## src/rtl/rom_region_loader.sv

```systemverilog
// rom_region_loader: turns a region-tagged ioctl ROM image into SDRAM word
// writes and BRAM byte writes, and captures the board configuration word.
//
// Ports:
//   clk, reset_n        : clock, async active-low reset
//   ioctl_download/wr/dout, ioctl_wait : MiSTer download byte stream
//   sdr_req/ack/addr/data              : SDRAM word write, level req / pulse ack
//   bram_wr/cs/addr/data               : one-cycle BRAM byte write
//   board_cfg                          : config word from the image
//   load_done, load_error              : image status, sticky per download

package rom_region_pkg;

    typedef struct packed {
        logic [24:0] base;
        logic        reorder_64;
        logic [4:0]  bram_cs;
    } region_t;

    typedef region_t [7:0] region_tbl_t;

    localparam region_t R_PROG  = '{base: 25'h0000000, reorder_64: 1'b0, bram_cs: 5'b00000};
    localparam region_t R_CHAR  = '{base: 25'h0200000, reorder_64: 1'b0, bram_cs: 5'b00000};
    localparam region_t R_SPR   = '{base: 25'h0400000, reorder_64: 1'b1, bram_cs: 5'b00000};
    localparam region_t R_TILE  = '{base: 25'h0800000, reorder_64: 1'b1, bram_cs: 5'b00000};
    localparam region_t R_CRYPT = '{base: 25'h0000000, reorder_64: 1'b0, bram_cs: 5'b00001};
    localparam region_t R_SND   = '{base: 25'h0000000, reorder_64: 1'b0, bram_cs: 5'b00010};
    localparam region_t R_PROM  = '{base: 25'h0000000, reorder_64: 1'b0, bram_cs: 5'b00100};
    localparam region_t R_MCU   = '{base: 25'h0000000, reorder_64: 1'b0, bram_cs: 5'b01000};

    localparam region_tbl_t LOAD_REGIONS = {
        R_MCU, R_PROM, R_SND, R_CRYPT, R_TILE, R_SPR, R_CHAR, R_PROG
    };

    typedef enum logic [3:0] {
        S_IDLE,
        S_SZ0,
        S_SZ1,
        S_SZ2,
        S_SZ3,
        S_DATA,
        S_CFG0,
        S_CFG1,
        S_DONE,
        S_ERR
    } state_e;

endpackage

module rom_region_loader
    import rom_region_pkg::*;
#(
    parameter region_tbl_t REGIONS    = LOAD_REGIONS,
    parameter int          SDR_ADDR_W = 25
) (
    input  logic                  clk,
    input  logic                  reset_n,
    input  logic                  ioctl_download,
    input  logic                  ioctl_wr,
    input  logic [7:0]            ioctl_dout,
    output logic                  ioctl_wait,
    output logic                  sdr_req,
    input  logic                  sdr_ack,
    output logic [SDR_ADDR_W-1:0] sdr_addr,
    output logic [15:0]           sdr_data,
    output logic                  bram_wr,
    output logic [4:0]            bram_cs,
    output logic [24:0]           bram_addr,
    output logic [7:0]            bram_data,
    output logic [8:0]            board_cfg,
    output logic                  load_done,
    output logic                  load_error
);

    state_e                state_q, state_d;
    logic                  dl_q, dl_d;
    logic [2:0]            region_q, region_d;
    logic [31:0]           size_q, size_d;
    logic [31:0]           off_q, off_d;
    logic [7:0]            lo_q, lo_d;
    logic                  cfg_hi_q, cfg_hi_d;
    logic                  sdr_req_q, sdr_req_d;
    logic [SDR_ADDR_W-1:0] sdr_addr_q, sdr_addr_d;
    logic [15:0]           sdr_data_q, sdr_data_d;
    logic                  bram_wr_q, bram_wr_d;
    logic [4:0]            bram_cs_q, bram_cs_d;
    logic [24:0]           bram_addr_q, bram_addr_d;
    logic [7:0]            bram_data_q, bram_data_d;
    logic [8:0]            board_cfg_q, board_cfg_d;
    logic                  load_done_q, load_done_d;
    logic                  load_error_q, load_error_d;

    region_t     cur;
    logic        live;
    logic        dl_rise;
    logic        dl_fall;
    logic        byte_v;
    logic        viol;
    logic        ack_v;
    logic        is_bram;
    logic        last_byte;
    logic        all_taken;
    logic        tag_region;
    logic        tag_cfg;
    logic        tag_end;
    logic [31:0] size_nx;
    logic [23:0] w;
    logic [23:0] eff_w;
    logic [24:0] word_addr;

    assign cur       = REGIONS[region_q];
    assign is_bram   = cur.bram_cs != 5'd0;
    assign live      = (state_q != S_DONE) && (state_q != S_ERR);
    assign dl_rise   = ioctl_download & ~dl_q;
    assign dl_fall   = ~ioctl_download & dl_q;

    // A byte offered while the SDRAM request is pending is a violation,
    // never a payload byte.
    assign byte_v    = ioctl_wr & ioctl_download & ~sdr_req_q;
    assign viol      = ioctl_wr & ioctl_download & sdr_req_q & live;
    assign ack_v     = sdr_req_q & sdr_ack;

    assign size_nx   = {size_q[23:0], ioctl_dout};
    assign last_byte = (off_q + 32'd1) == size_q;
    assign all_taken = off_q == size_q;

    assign tag_region = ioctl_dout[7:3] == 5'd0;
    assign tag_cfg    = ioctl_dout == 8'hFE;
    assign tag_end    = ioctl_dout == 8'hFF;

    // Both bytes of a pair share one word index; reorder swaps w[1:0]
    // so each 64-bit group is stored as words 0,2,1,3.
    assign w         = off_q[24:1];
    assign eff_w     = cur.reorder_64 ? {w[23:2], w[0], w[1]} : w;
    assign word_addr = cur.base + {eff_w, 1'b0};

    always_ff @(posedge clk or negedge reset_n) begin
        if (!reset_n) begin
            state_q      <= S_IDLE;
            dl_q         <= 1'b0;
            region_q     <= 3'd0;
            size_q       <= 32'd0;
            off_q        <= 32'd0;
            lo_q         <= 8'd0;
            cfg_hi_q     <= 1'b0;
            sdr_req_q    <= 1'b0;
            sdr_addr_q   <= '0;
            sdr_data_q   <= 16'd0;
            bram_wr_q    <= 1'b0;
            bram_cs_q    <= 5'd0;
            bram_addr_q  <= 25'd0;
            bram_data_q  <= 8'd0;
            board_cfg_q  <= 9'd0;
            load_done_q  <= 1'b0;
            load_error_q <= 1'b0;
        end else begin
            state_q      <= state_d;
            dl_q         <= dl_d;
            region_q     <= region_d;
            size_q       <= size_d;
            off_q        <= off_d;
            lo_q         <= lo_d;
            cfg_hi_q     <= cfg_hi_d;
            sdr_req_q    <= sdr_req_d;
            sdr_addr_q   <= sdr_addr_d;
            sdr_data_q   <= sdr_data_d;
            bram_wr_q    <= bram_wr_d;
            bram_cs_q    <= bram_cs_d;
            bram_addr_q  <= bram_addr_d;
            bram_data_q  <= bram_data_d;
            board_cfg_q  <= board_cfg_d;
            load_done_q  <= load_done_d;
            load_error_q <= load_error_d;
        end
    end

    always_comb begin
        state_d = state_q;
        if (dl_rise) begin
            state_d = S_IDLE;
        end else if (dl_fall && state_q != S_DONE) begin
            state_d = S_ERR;
        end else if (viol) begin
            state_d = S_ERR;
        end else begin
            case (state_q)
                S_IDLE: begin
                    if (byte_v) begin
                        unique case (1'b1)
                            tag_region: state_d = S_SZ0;
                            tag_cfg:    state_d = S_CFG0;
                            tag_end:    state_d = S_DONE;
                            default:    state_d = S_ERR;
                        endcase
                    end
                end
                S_SZ0: if (byte_v) state_d = S_SZ1;
                S_SZ1: if (byte_v) state_d = S_SZ2;
                S_SZ2: if (byte_v) state_d = S_SZ3;
                S_SZ3: begin
                    if (byte_v) begin
                        state_d = (size_nx == 32'd0) ? S_IDLE : S_DATA;
                    end
                end
                S_DATA: begin
                    if (is_bram) begin
                        if (byte_v && last_byte) state_d = S_IDLE;
                    end else begin
                        // SDRAM regions finish only once the last word is taken.
                        if (ack_v && all_taken) state_d = S_IDLE;
                    end
                end
                S_CFG0: if (byte_v) state_d = S_CFG1;
                S_CFG1: if (byte_v) state_d = S_IDLE;
                default: state_d = state_q;
            endcase
        end
    end

    always_comb begin
        dl_d         = ioctl_download;
        region_d     = region_q;
        size_d       = size_q;
        off_d        = off_q;
        lo_d         = lo_q;
        cfg_hi_d     = cfg_hi_q;
        sdr_req_d    = sdr_req_q;
        sdr_addr_d   = sdr_addr_q;
        sdr_data_d   = sdr_data_q;
        bram_wr_d    = 1'b0;
        bram_cs_d    = bram_cs_q;
        bram_addr_d  = bram_addr_q;
        bram_data_d  = bram_data_q;
        board_cfg_d  = board_cfg_q;
        load_done_d  = load_done_q;
        load_error_d = load_error_q;

        if (dl_rise) begin
            load_done_d  = 1'b0;
            load_error_d = 1'b0;
            sdr_req_d    = 1'b0;
        end else if ((dl_fall && state_q != S_DONE) || viol) begin
            load_error_d = 1'b1;
            sdr_req_d    = 1'b0;
        end else begin
            if (ack_v) begin
                sdr_req_d = 1'b0;
            end
            if (byte_v) begin
                case (state_q)
                    S_IDLE: begin
                        unique case (1'b1)
                            tag_region: region_d     = ioctl_dout[2:0];
                            tag_cfg:    region_d     = region_q;
                            tag_end:    load_done_d  = 1'b1;
                            default:    load_error_d = 1'b1;
                        endcase
                    end
                    S_SZ0, S_SZ1, S_SZ2: begin
                        size_d = size_nx;
                    end
                    S_SZ3: begin
                        size_d = size_nx;
                        off_d  = 32'd0;
                    end
                    S_DATA: begin
                        off_d = off_q + 32'd1;
                        if (is_bram) begin
                            bram_wr_d   = 1'b1;
                            bram_cs_d   = cur.bram_cs;
                            bram_addr_d = off_q[24:0];
                            bram_data_d = ioctl_dout;
                        end else if (!off_q[0]) begin
                            lo_d = ioctl_dout;
                            // An odd-sized region flushes its last byte alone.
                            if (last_byte) begin
                                sdr_req_d  = 1'b1;
                                sdr_addr_d = SDR_ADDR_W'(word_addr);
                                sdr_data_d = {8'h00, ioctl_dout};
                            end
                        end else begin
                            sdr_req_d  = 1'b1;
                            sdr_addr_d = SDR_ADDR_W'(word_addr);
                            sdr_data_d = {ioctl_dout, lo_q};
                        end
                    end
                    S_CFG0: begin
                        cfg_hi_d = ioctl_dout[0];
                    end
                    S_CFG1: begin
                        board_cfg_d = {cfg_hi_q, ioctl_dout};
                    end
                    default: begin
                        region_d = region_q;
                    end
                endcase
            end
        end
    end

    assign ioctl_wait = sdr_req_q;
    assign sdr_req    = sdr_req_q;
    assign sdr_addr   = sdr_addr_q;
    assign sdr_data   = sdr_data_q;
    assign bram_wr    = bram_wr_q;
    assign bram_cs    = bram_cs_q;
    assign bram_addr  = bram_addr_q;
    assign bram_data  = bram_data_q;
    assign board_cfg  = board_cfg_q;
    assign load_done  = load_done_q;
    assign load_error = load_error_q;

endmodule

```

## config.mk

```make
export PLATFORM = sky130hd
export DESIGN_NAME = rom_region_loader
export DESIGN_NICKNAME = d
export VERILOG_FILES = /design/src/rtl/rom_region_loader.sv
export SDC_FILE = /design/constraint.sdc
export NUM_CORES = 1
export LEC_CHECK = 0
export BUFFER_PORTS_ARGS = -buffer_cell sky130_fd_sc_hd__buf_2
export CORE_MARGIN = 2
export CORE_UTILIZATION = 63
export DETAILED_ROUTE_END_ITERATION = 7
export GPL_TIMING_DRIVEN = 0
export PLACE_DENSITY = 0.91
export SYNTH_ARGS = -nofsm -noshare
export SYNTH_HDL_FRONTEND = slang
export SYNTH_SLANG_ARGS = --single-unit
```

## constraint.sdc

```tcl
create_clock -name clk -period 9.9 [get_ports clk]
set_input_delay 0 -clock clk [delete_from_list [all_inputs] [get_ports clk]]
set_output_delay 0 -clock clk [all_outputs]
set_load 0.005 [all_outputs]
```

==> impl_metrics.ini, run 1 <==
[status]
status = finished, final reports clean

[sta]
setup_viol = 0
max_clock_freq_ghz = 0.234
slew_headroom_pct = 43.6
worst_slew_pin_slew_ns = 0.846
hold_viol = 0
period_needed_ns = 4.28
post-route-period-util_pct = 43.2
rsz0062_at_grt = no
final.setup.tns_ns = 0
skew_ns = 0.0128
slew_viol_final = 0

[detailed_routing]
vias_per_cell = 6.29
drc = 0
post_drt_wl_per_cell_um = 20.9
drtIter0Drc = 757
antenna_left = 0
routed-via-count = 7290
routed_wl_um = 24200
first_pass_iters = 5

[logic_synthesis]
synth_cell_type_count = 66
async_flop_share_pct = 100
synthFlopType = dfrtp_1
avgSynthCellArea_sq_um = 10.7
synth_edf_count = 0
synth_area_sq_mm = 0.00891
synth_seq_cells = 171
synth-warning-count = 0
syn-instance-count = 833
synth.yosys.seq_area_share_pct = 48.0

[floorplanning]
die_area_sq_mm = 0.0151
core-area_sq_mm = 0.0138
die_width_um = 123
start_util_pct = 64.5
rows = 43
io_pins = 106
die_h_um = 123

[power_and_ir_drop]
ir_worst_vdd_v = 0.000145
comb_power_share_pct = 21.2
switching_share_pct = 31.2
netSwitchingPower_uw = 599
leakage_nw = 4.91
sequentialPowerShare_pct = 44.3
fin_total_pwr_mw = 1.92
power_density_mw_per_mm2 = 185
clockPowerShare_pct = 34.6
intPower_mw = 1.32

[final_layout]
drive_gt1_share_pct = 29.0
fin_area_sq_mm = 0.0104
nets = 984
post-route-util_pct = 75.0
antenna_cells = 0
syn_to_final_growth_pct = 16.4
fill_cells = 912

[clock_network]
cts_made_buffers = 17
cts-root-buf = clkbuf_16
cts_resized = 0
clockBufferDepth = 2
clk_latency_ns = 0.45
cts.clk_slew.worst_paths_ns = 0.07
post_cts_buffers = 0
cts_tree = built
clock_sinks = 171
h-tree-depth = 4
cts_hold_buf = 10

[setup_path]
crit_type = reg2reg
end_kind = flop
critPathLaunchType = flop
crit_fanout = 10
required_ns = 10.23
crit_arrival_ns = 4.61

[grt]
grt_pass1_vias = 7101
overflow = 0
antenna_found_initial = 0
globalRouteTotalUtil_pct = 33.9
grt_max_degree = 104
grt_first_pass_wirelength_um = 38100

[worst_hold_path]
worst_hold_path_type = in2reg

[placed_design]
gp_congestion = 0.986
place_area_sq_mm = 0.00969
hpwl_um = 16700
numPortBuffers = 102

[run]
max_cap_viol_count = 0
logic make-up (layout without fill, tap and decap cells):
group / after synthesis / count (layout) / synth area share [%]
AOI/OAI and AO/OA: 152 / 152 / 10.9
xor gates and xnor gates: 49 / 49 / 4.81
adders and majority gates: 5 / 5 / 0.786
buffers and inverters: 80 / 225 / 4.03
DFF: 171 / 171 / 48.0
muxes: 112 / 112 / 14.9
other: 1 / 2 / 0.0421
and+or+nand+nor: 263 / 263 / 16.5
synthesized netlist by cell type, types with 13 or more instances:
| cell | number | area, sq um |
|---|---|---|
| a21oi_1 | 26 | 130 |
| nand3_1 | 34 | 170 |
| xor2_1 | 14 | 123 |
| clkbuf_1 | 46 | 173 |
| nand2_1 | 55 | 206 |
| dfrtp_1 | 171 | 4280 |
| mux2_2 | 86 | 968 |
| mux2_4 | 20 | 300 |
| nor2_1 | 47 | 176 |
| nor3_1 | 20 | 100 |
| nor4_1 | 15 | 93.8 |
| nand4_1 | 21 | 131 |
| o21ai_0 | 59 | 295 |
| inv_1 | 13 | 48.8 |
| xnor2_1 | 35 | 307 |
routing by layer:
layer  track usage (%)  vias up  wire (um)  share of wire, %
li1                  -     3287          -                 -
met1              43.2     3565       9840                41
met2              54.1      359      11700                48
met3              8.30       79       1760               7.3
met4              17.0        0        932               3.8
met5                 0        -          0                 0
area by class of cell:
class / instances / area, sq um / share of cell area, %
Buffer: 67 / 310 / 2.99
Inverter: 13 / 48.8 / 0.470
Tap cell: 180 / 225 / 2.17
Multi-Input combinational cell: 583 / 4280 / 41.3
Clock inverter: 11 / 110 / 1.06
Sequential cell: 171 / 4280 / 41.2
Clock buffer: 21 / 470 / 4.53
Timing Repair Buffer: 113 / 648 / 6.25
metrics by stage:
stage	setup WS, ns	hold WS (ns)	cells
2_1_floorplan	6.52	-0.296	834
3_3_place_gp	5.69	0.184	1116
3_5_place_dp	5.61	-0.00804	1117
4_1_cts	5.45	0.0430	1159
5_1_grt	5.51	0.0999	1159
6_report	5.62	0.0505	1159
final timing paths:
check / depth (start not counted) / end / startpoint / slack [ns]
min in group asynchronous: 2 / off_q[8] / reset_n / 0.08
min: 5 / state_q[1] / ioctl_wr / 0.05
max reg2reg: 12 / sdr_data[10] / off_q[0] / 5.62
max: 12 / sdr_data[10] / off_q[0] / 5.62
max in group asynchronous: 3 / state_q[0] / reset_n / 8.95
min reg2reg: 2 / bram_cs[3] / bram_cs[3] / 0.48
sequential cells by signal (all words and copies together), names as in the netlist:
register    flops
ioctl_wait      1
load_done       1
bram_cs         4
bram_addr      25
sdr_data       16
lo_q            8
cfg_hi_q        1
bram_wr         1
board_cfg       9
size_q         32
state_q         4
bram_data       8
dl_q            1
off_q          32
sdr_addr       24
load_error      1
region_q        3
critical path: stages (launching register included):
cell      delay, ns
dfrtp_1        0.41
ha_1           0.16
buf_2          0.19
nand4_1        0.27
or4_4          0.61
nor3_2         0.48
and4_1         0.28
o22a_1         0.16
nand4b_1       0.16
nor4b_4        0.66
o21ai_4        0.22
buf_2          0.27
a22o_1         0.27
power by group through the flow:
| stage | Clock [mW] | Combinational [mW] | Sequential, mW |
|---|---|---|---|
| 2_1_floorplan | 0 | 0.299 | 0.825 |
| 3_3_place_gp | 0 | 0.383 | 0.854 |
| 3_5_place_dp | 0 | 0.394 | 0.857 |
| 4_1_cts | 0.664 | 0.401 | 0.845 |
| 5_1_grt | 0.691 | 0.442 | 0.855 |
| 6_report | 0.663 | 0.406 | 0.849 |
cell usage in the layout (no fill, tap or decap), drive strengths merged, types with 6 or more instances in the layout:
| cell | n |
|---|---|
| a31oi | 10 |
| xnor2 | 35 |
| nand2 | 55 |
| buf | 124 |
| nand3 | 34 |
| o31ai | 9 |
| dlygate4sd3 | 10 |
| and2 | 6 |
| a22oi | 7 |
| nor3 | 22 |
| o21ai | 60 |
| mux2 | 106 |
| and3 | 6 |
| xor2 | 14 |
| nand3b | 7 |
| nor4 | 19 |
| a22o | 9 |
| dfrtp | 171 |
| nor2 | 48 |
| nand4 | 22 |
| inv | 17 |
| nand2b | 7 |
| clkbuf | 67 |
| a21oi | 26 |
| mux2i | 6 |
No activity file was read; power rests on OpenSTA's default activity.
==> run 2: changes to the inputs <==
- ABC_AREA: unset -> 1
- CORE_UTILIZATION: 63 -> 59
- PLACE_DENSITY: 0.91 -> 0.87
- clock period: 9.9 -> 4.3 ns (I/O delays scaled with it)
==> run 2 against run 1 <==
  * Sequential share of layout area shrank 0.56 points
  * Global-route usage down 0.26 points
  * Critical endpoint is now sdr_addr[2]
  * Largest power group is now combinational logic
  * Core utilization down 5.3 points
  * Clock power increased by 140%
  * First-iteration DRC count is 7.8% higher
  * Clock skew decreased by 0.00080 ns
==> impl_metrics.ini, run 2 <==
[setup_path]
cp_top_family = simple AND/OR/NAND/NOR gates
crit_chain = ha_1 > nand3_1 > nor2_1 > nand4_1 > nand3_1 > nand2_1 > nor2_1 > nand2_1 > nor3_1 > nand3_1 > nand2_2 > nand2_4 > buf_6 > nand2_2 > o21ai_2
critPathMostFrequentCell = nand3_1
end_kind = flop
required_ns = 4.61
crit_fanout = 10
cp_slowest_cell = nor3_1
crit_type = reg2reg
crit_cells = 15
critPathLaunchType = flop
cpPeakStageDelay_ns = 0.43
timing.reg2reg.worst_path_depth = 15
worst-path-buf-inv = 1
crit_arrival_ns = 3.41

[clock_network]
cts_resized = 0
clock_sinks = 171
cts_hold_buf = 11
cts-root-buf = clkbuf_16
post_cts_buffers = 0
clockBufferDepth = 2
cts_made_buffers = 17
cts.clk_slew.worst_paths_ns = 0.07
h-tree-depth = 4
cts_tree = built
clk_latency_ns = 0.44

[detailed_routing]
drtIter0Drc = 816
first_pass_iters = 6
drc = 0
vias_per_cell = 5.81
antenna_left = 0
routed_wl_um = 26300
routed-via-count = 8512
post_drt_wl_per_cell_um = 18.0

[logic_synthesis]
synthFlopType = dfrtp_1
yosysMostFrequentCell = nand2_1
syn-instance-count = 1130
synth_top_cells_by_count = nand2_1, dfrtp_1, o21ai_0, inv_1, nor2_1
synth-warning-count = 0
synth_area_sq_mm = 0.00901
avgSynthCellArea_sq_um = 7.98
synth_seq_cells = 171
async_flop_share_pct = 100
synth.yosys.seq_area_share_pct = 47.5
synth_area_leaders = dfrtp_1, nand2_1, o21ai_0
synth_top_area_cell = dfrtp_1
yosys.area.top_type_share_pct = 47.5
synth_cell_type_count = 42
synth_edf_count = 0

[power_and_ir_drop]
fin_total_pwr_mw = 6.60
leakage_nw = 5.50
netSwitchingPower_mw = 2.91
power_density_mw_per_mm2 = 627
sequentialPowerShare_pct = 35.2
clockPowerShare_pct = 23.7
comb_power_share_pct = 41.1
switching_share_pct = 44.1
ir_worst_vdd_v = 0.000371
intPower_mw = 3.68

[floorplanning]
die_width_um = 128
rows = 45
die_h_um = 128
die_area_sq_mm = 0.0163
io_pins = 106
start_util_pct = 59.7
core-area_sq_mm = 0.0151

[placed_design]
gp_congestion = 0.973
dp_slack_ns = 1.26
numPortBuffers = 103
hpwl_um = 19100

[final_layout]
final_cell_mix = nand2_1, dfrtp_1, o21ai_0
nets = 1283
drive_gt1_share_pct = 18.6
syn_to_final_growth_pct = 16.7
antenna_cells = 0
layout_commonest_cell = nand2_1
post-route-util_pct = 69.7

[run]
max_cap_viol_count = 0

[sta]
rsz0062_at_grt = no
skew_ns = 0.0120
worst_slew_pin_slew_ns = 0.857
hold_viol = 0
final.setup.tns_ns = 0
whs_ns = 0.0500
slew_viol_final = 0
post-route-period-util_pct = 72.0
setup_ws_ns = 1.21
slew_headroom_pct = 42.9
setup_viol = 0
max_clock_freq_ghz = 0.323
period_needed_ns = 3.09

[grt]
grt_pass1_vias = 8071
antenna_found_initial = 0
grt_first_pass_wirelength_um = 42300
grt_max_degree = 126
globalRouteTotalUtil_pct = 33.6
overflow = 0

[worst_hold_path]
worst_hold_path_type = in2async

[status]
status = finished, final reports clean
[run 2: stage by stage]
step | instances | instance area, sq um
CTS | 1466 | 10500
floorplan | 1131 | 9020
finish | 1466 | 10500
global placement | 1422 | 9770
global route | 1466 | 10500
detailed placement | 1423 | 9810
[run 2: worst paths after layout]
| check | slack [ns] | from | to |
|---|---|---|---|
| max in group asynchronous | 3.29 | reset_n | off_q[7] |
| hold reg to reg | 0.48 | sdr_data[10] | sdr_data[10] |
| min in group clk | 0.06 | ioctl_wr | state_q[3] |
| setup reg to reg | 1.21 | off_q[1] | sdr_addr[2] |
| setup / recovery | 1.21 | off_q[1] | sdr_addr[2] |
| hold / removal | 0.05 | reset_n | sdr_addr[8] |
[run 2: cell type report]
cell class	instances	area, sq um
plain buffers	39	214
multi-input cells	807	4100
well taps	188	235
flip-flops and latches	171	4280
clock inverters	14	173
repair buffers	115	663
clock buffers	18	429
fillers	1203	4570
inverters	114	428
[run 2: cell families (layout without fill, tap and decap cells)]
family	after synthesis	in the layout	share of synthesized area (%)
AOI/OAI and AO/OA	195	195	12.8
xor gates and xnor gates	32	32	3.26
adders and majority gates	5	5	0.777
buffers and inverters	153	300	7.12
DFF	171	171	47.5
muxes	6	6	0.749
other	1	2	0.0416
and+or+nand+nor	567	567	27.8
[run 2: power by group through the flow]
stage / clock network (mW) / logic, mW / registers (mW)
floorplan: 0 / 1.95 / 2.22
global placement: 0 / 2.61 / 2.32
detailed placement: 0 / 2.65 / 2.33
CTS: 1.57 / 2.68 / 2.30
global route: 1.64 / 3.04 / 2.35
finish: 1.56 / 2.71 / 2.32
[run 2: layer usage]
metal / wire, um / vias up / global-route usage, %
met5: 0 / - / 0
met4: 1020 / 0 / 14.7
met3: 2020 / 71 / 5.86
met2: 12300 / 423 / 53.7
met1: 11000 / 4051 / 45.4
li1: - / 3967 / -
==> run 3: changes to the inputs <==
- ABC_AREA: 1 -> 0
- CORE_UTILIZATION: 59 -> 53
- PLACE_DENSITY: 0.87 -> 0.83
- clock period: 4.3 -> 2.75 ns (I/O delays scaled with it)
==> run 3 against run 2 <==
  * The run now ends with setup timing left
  * Non-clock buffer count is 58 higher
  * Global-route usage shrank 5.3 points
  * Core utilization shrank 2.7 points
  * Sequential cell count is the same
  * Worst hold slack worse by 0.038 ns
  * Largest power group is now sequential cells
  * Via count fell by 12%
  * Sequential power increased by 32%
  * Register-to-register slack worse by 1.8 ns
  * Setup slack lost 1.8 ns
==> impl_metrics.ini, run 3 (same netlist as run 1, synthesis figures left out) <==
[power_and_ir_drop]
ir_worst_vdd_v = 0.000546
switching_share_pct = 31.2
fin_total_pwr_mw = 6.93
clockPowerShare_pct = 34.0
intPower_mw = 4.77
comb_power_share_pct = 21.8
leakage_nw = 5.23
sequentialPowerShare_pct = 44.2
netSwitchingPower_mw = 2.16
power_density_mw_per_mm2 = 625

[clock_network]
cts-root-buf = clkbuf_16
clock_sinks = 171
cts_tree = built
h-tree-depth = 4
cts_made_buffers = 17
clockBufferDepth = 2
cts.clk_slew.worst_paths_ns = 0.07
clk_latency_ns = 0.44

[floorplanning]
core-area_sq_mm = 0.0165
io_pins = 106
start_util_pct = 53.9
rows = 47
die_width_um = 134
die_h_um = 134
die_area_sq_mm = 0.0179

[worst_hold_path]
worst_hold_path_type = in2reg

[setup_path]
crit_end = sdr_addr[12]
critPathLaunch = off_q[2]
r2r-start = off_q[2]
rrSetupSlack_ns = -0.62
critPathLaunchType = flop
timing.reg2reg.worst_path_depth = 13
crit_fanout = 10
required_ns = 3.07
crit_arrival_ns = 3.69
crit_type = reg2reg
r2r_end = sdr_addr[12]
end_kind = flop

[final_layout]
syn_to_final_growth_pct = 24.3
final_cell_mix = dfrtp_1, buf_2, mux2_2
antenna_cells = 0
layout_commonest_cell = dfrtp_1
drive_gt1_share_pct = 36.1
post-route-util_pct = 67.1
nets = 1016

[detailed_routing]
vias_per_cell = 6.08
first_pass_iters = 5
drtIter0Drc = 726
drc = 0
antenna_left = 0
routed_wl_um = 24800
post_drt_wl_per_cell_um = 20.1
routed-via-count = 7483

[sta]
setup_viol = 44
worst_slew_pin_slew_ns = 0.801
skew_ns = 0.00574
hold_viol = 0
post-route-period-util_pct = 123
max_clock_freq_ghz = 0.297
slew_viol_final = 0
period_needed_ns = 3.37
rsz0062_at_grt = yes
setup_ws_ns = -0.621
slew_headroom_pct = 46.6

[placed_design]
hpwl_um = 16500
gp_congestion = 0.998
numPortBuffers = 102

[grt]
grt_max_degree = 98
overflow = 0
globalRouteTotalUtil_pct = 28.3
grt_first_pass_wirelength_um = 39400
antenna_found_initial = 0
grt_pass1_vias = 7501

[status]
violations = setup timing
status = finished, violations left

[run]
max_cap_viol_count = 0
run 3: per-stage QoR:
step / setup WS, ns / hold slack [ns] / std cells / setup TNS [ns] / area [sq um]
floorplan: -0.509 / -0.296 / 834 / -18.48 / 8940
global placement: -1.19 / 0.182 / 1156 / -214.55 / 9730
detailed placement: -1.23 / 0.00607 / 1157 / -58.99 / 9760
CTS: -0.569 / 0.00379 / 1223 / -21.77 / 10900
global route: -0.733 / 0.00943 / 1231 / -28.53 / 11100
finish: -0.621 / 0.0120 / 1231 / -23.57 / 11100
run 3: power groups by stage:
stage	clock, mW	combinational (mW)	sequential (mW)
detailed placement	0	1.40	3.09
global placement	0	1.37	3.07
global route	2.47	1.64	3.08
floorplan	0	1.08	2.97
finish	2.35	1.51	3.06
CTS	2.38	1.46	3.04
run 3: final cells by class:
cell class / instances / area [sq um]
clock buffers: 20 / 467
inverters: 13 / 48.8
clock inverters: 12 / 113
fillers: 1210 / 5440
flip-flops and latches: 171 / 4280
multi-input cells: 583 / 4520
repair buffers: 153 / 1010
plain buffers: 59 / 367
well taps: 220 / 275
run 3: worst min path at each step:
| stage | slack [ns] | end | from | depth (start not counted) |
|---|---|---|---|---|
| finish | 0.01 | sdr_data[10] | ioctl_dout[2] | 2 |
| global route | 0.009 | sdr_data[1] | ioctl_dout[1] | 3 |
| CTS | 0.004 | sdr_data[1] | ioctl_dout[1] | 3 |
| detailed placement | 0.006 | sdr_addr[8] | reset_n | 1 |
| global placement | 0.18 | dl_q | ioctl_download | 1 |
| floorplan | -0.30 | board_cfg[0] | reset_n | 0 |
run 3: worst max-delay path, cell delays in order, from the launching register on:
cell	delay (ns)
dfrtp_1	0.42
clkbuf_1	0.44
nand3_1	0.22
xor2_1	0.23
a2111oi_4	0.22
nand3_1	0.14
nor4_2	0.31
nand3_1	0.16
nor4b_4	0.22
buf_4	0.19
o21ai_4	0.06
buf_12	0.19
clkbuf_16	0.16
mux2_4	0.29
run 3: routing by layer:
layer | GRT usage (%) | share of wire (%) | vias to the layer above
li1 | - | - | 3361
met1 | 36.3 | 41 | 3661
met2 | 46.4 | 48 | 376
met3 | 5.44 | 7.6 | 85
met4 | 13.5 | 4.1 | 0
met5 | 0 | 0 | -
run 3: repair_timing:
action                     4_1_cts  5_1_grt
pin swaps                       20       24
buffers inserted                30       10
setup endpoints to repair       93       89
hold buffers                     9        0
gates cloned                     1        1
hold endpoints to repair       106        0
gates resized for setup         68       22
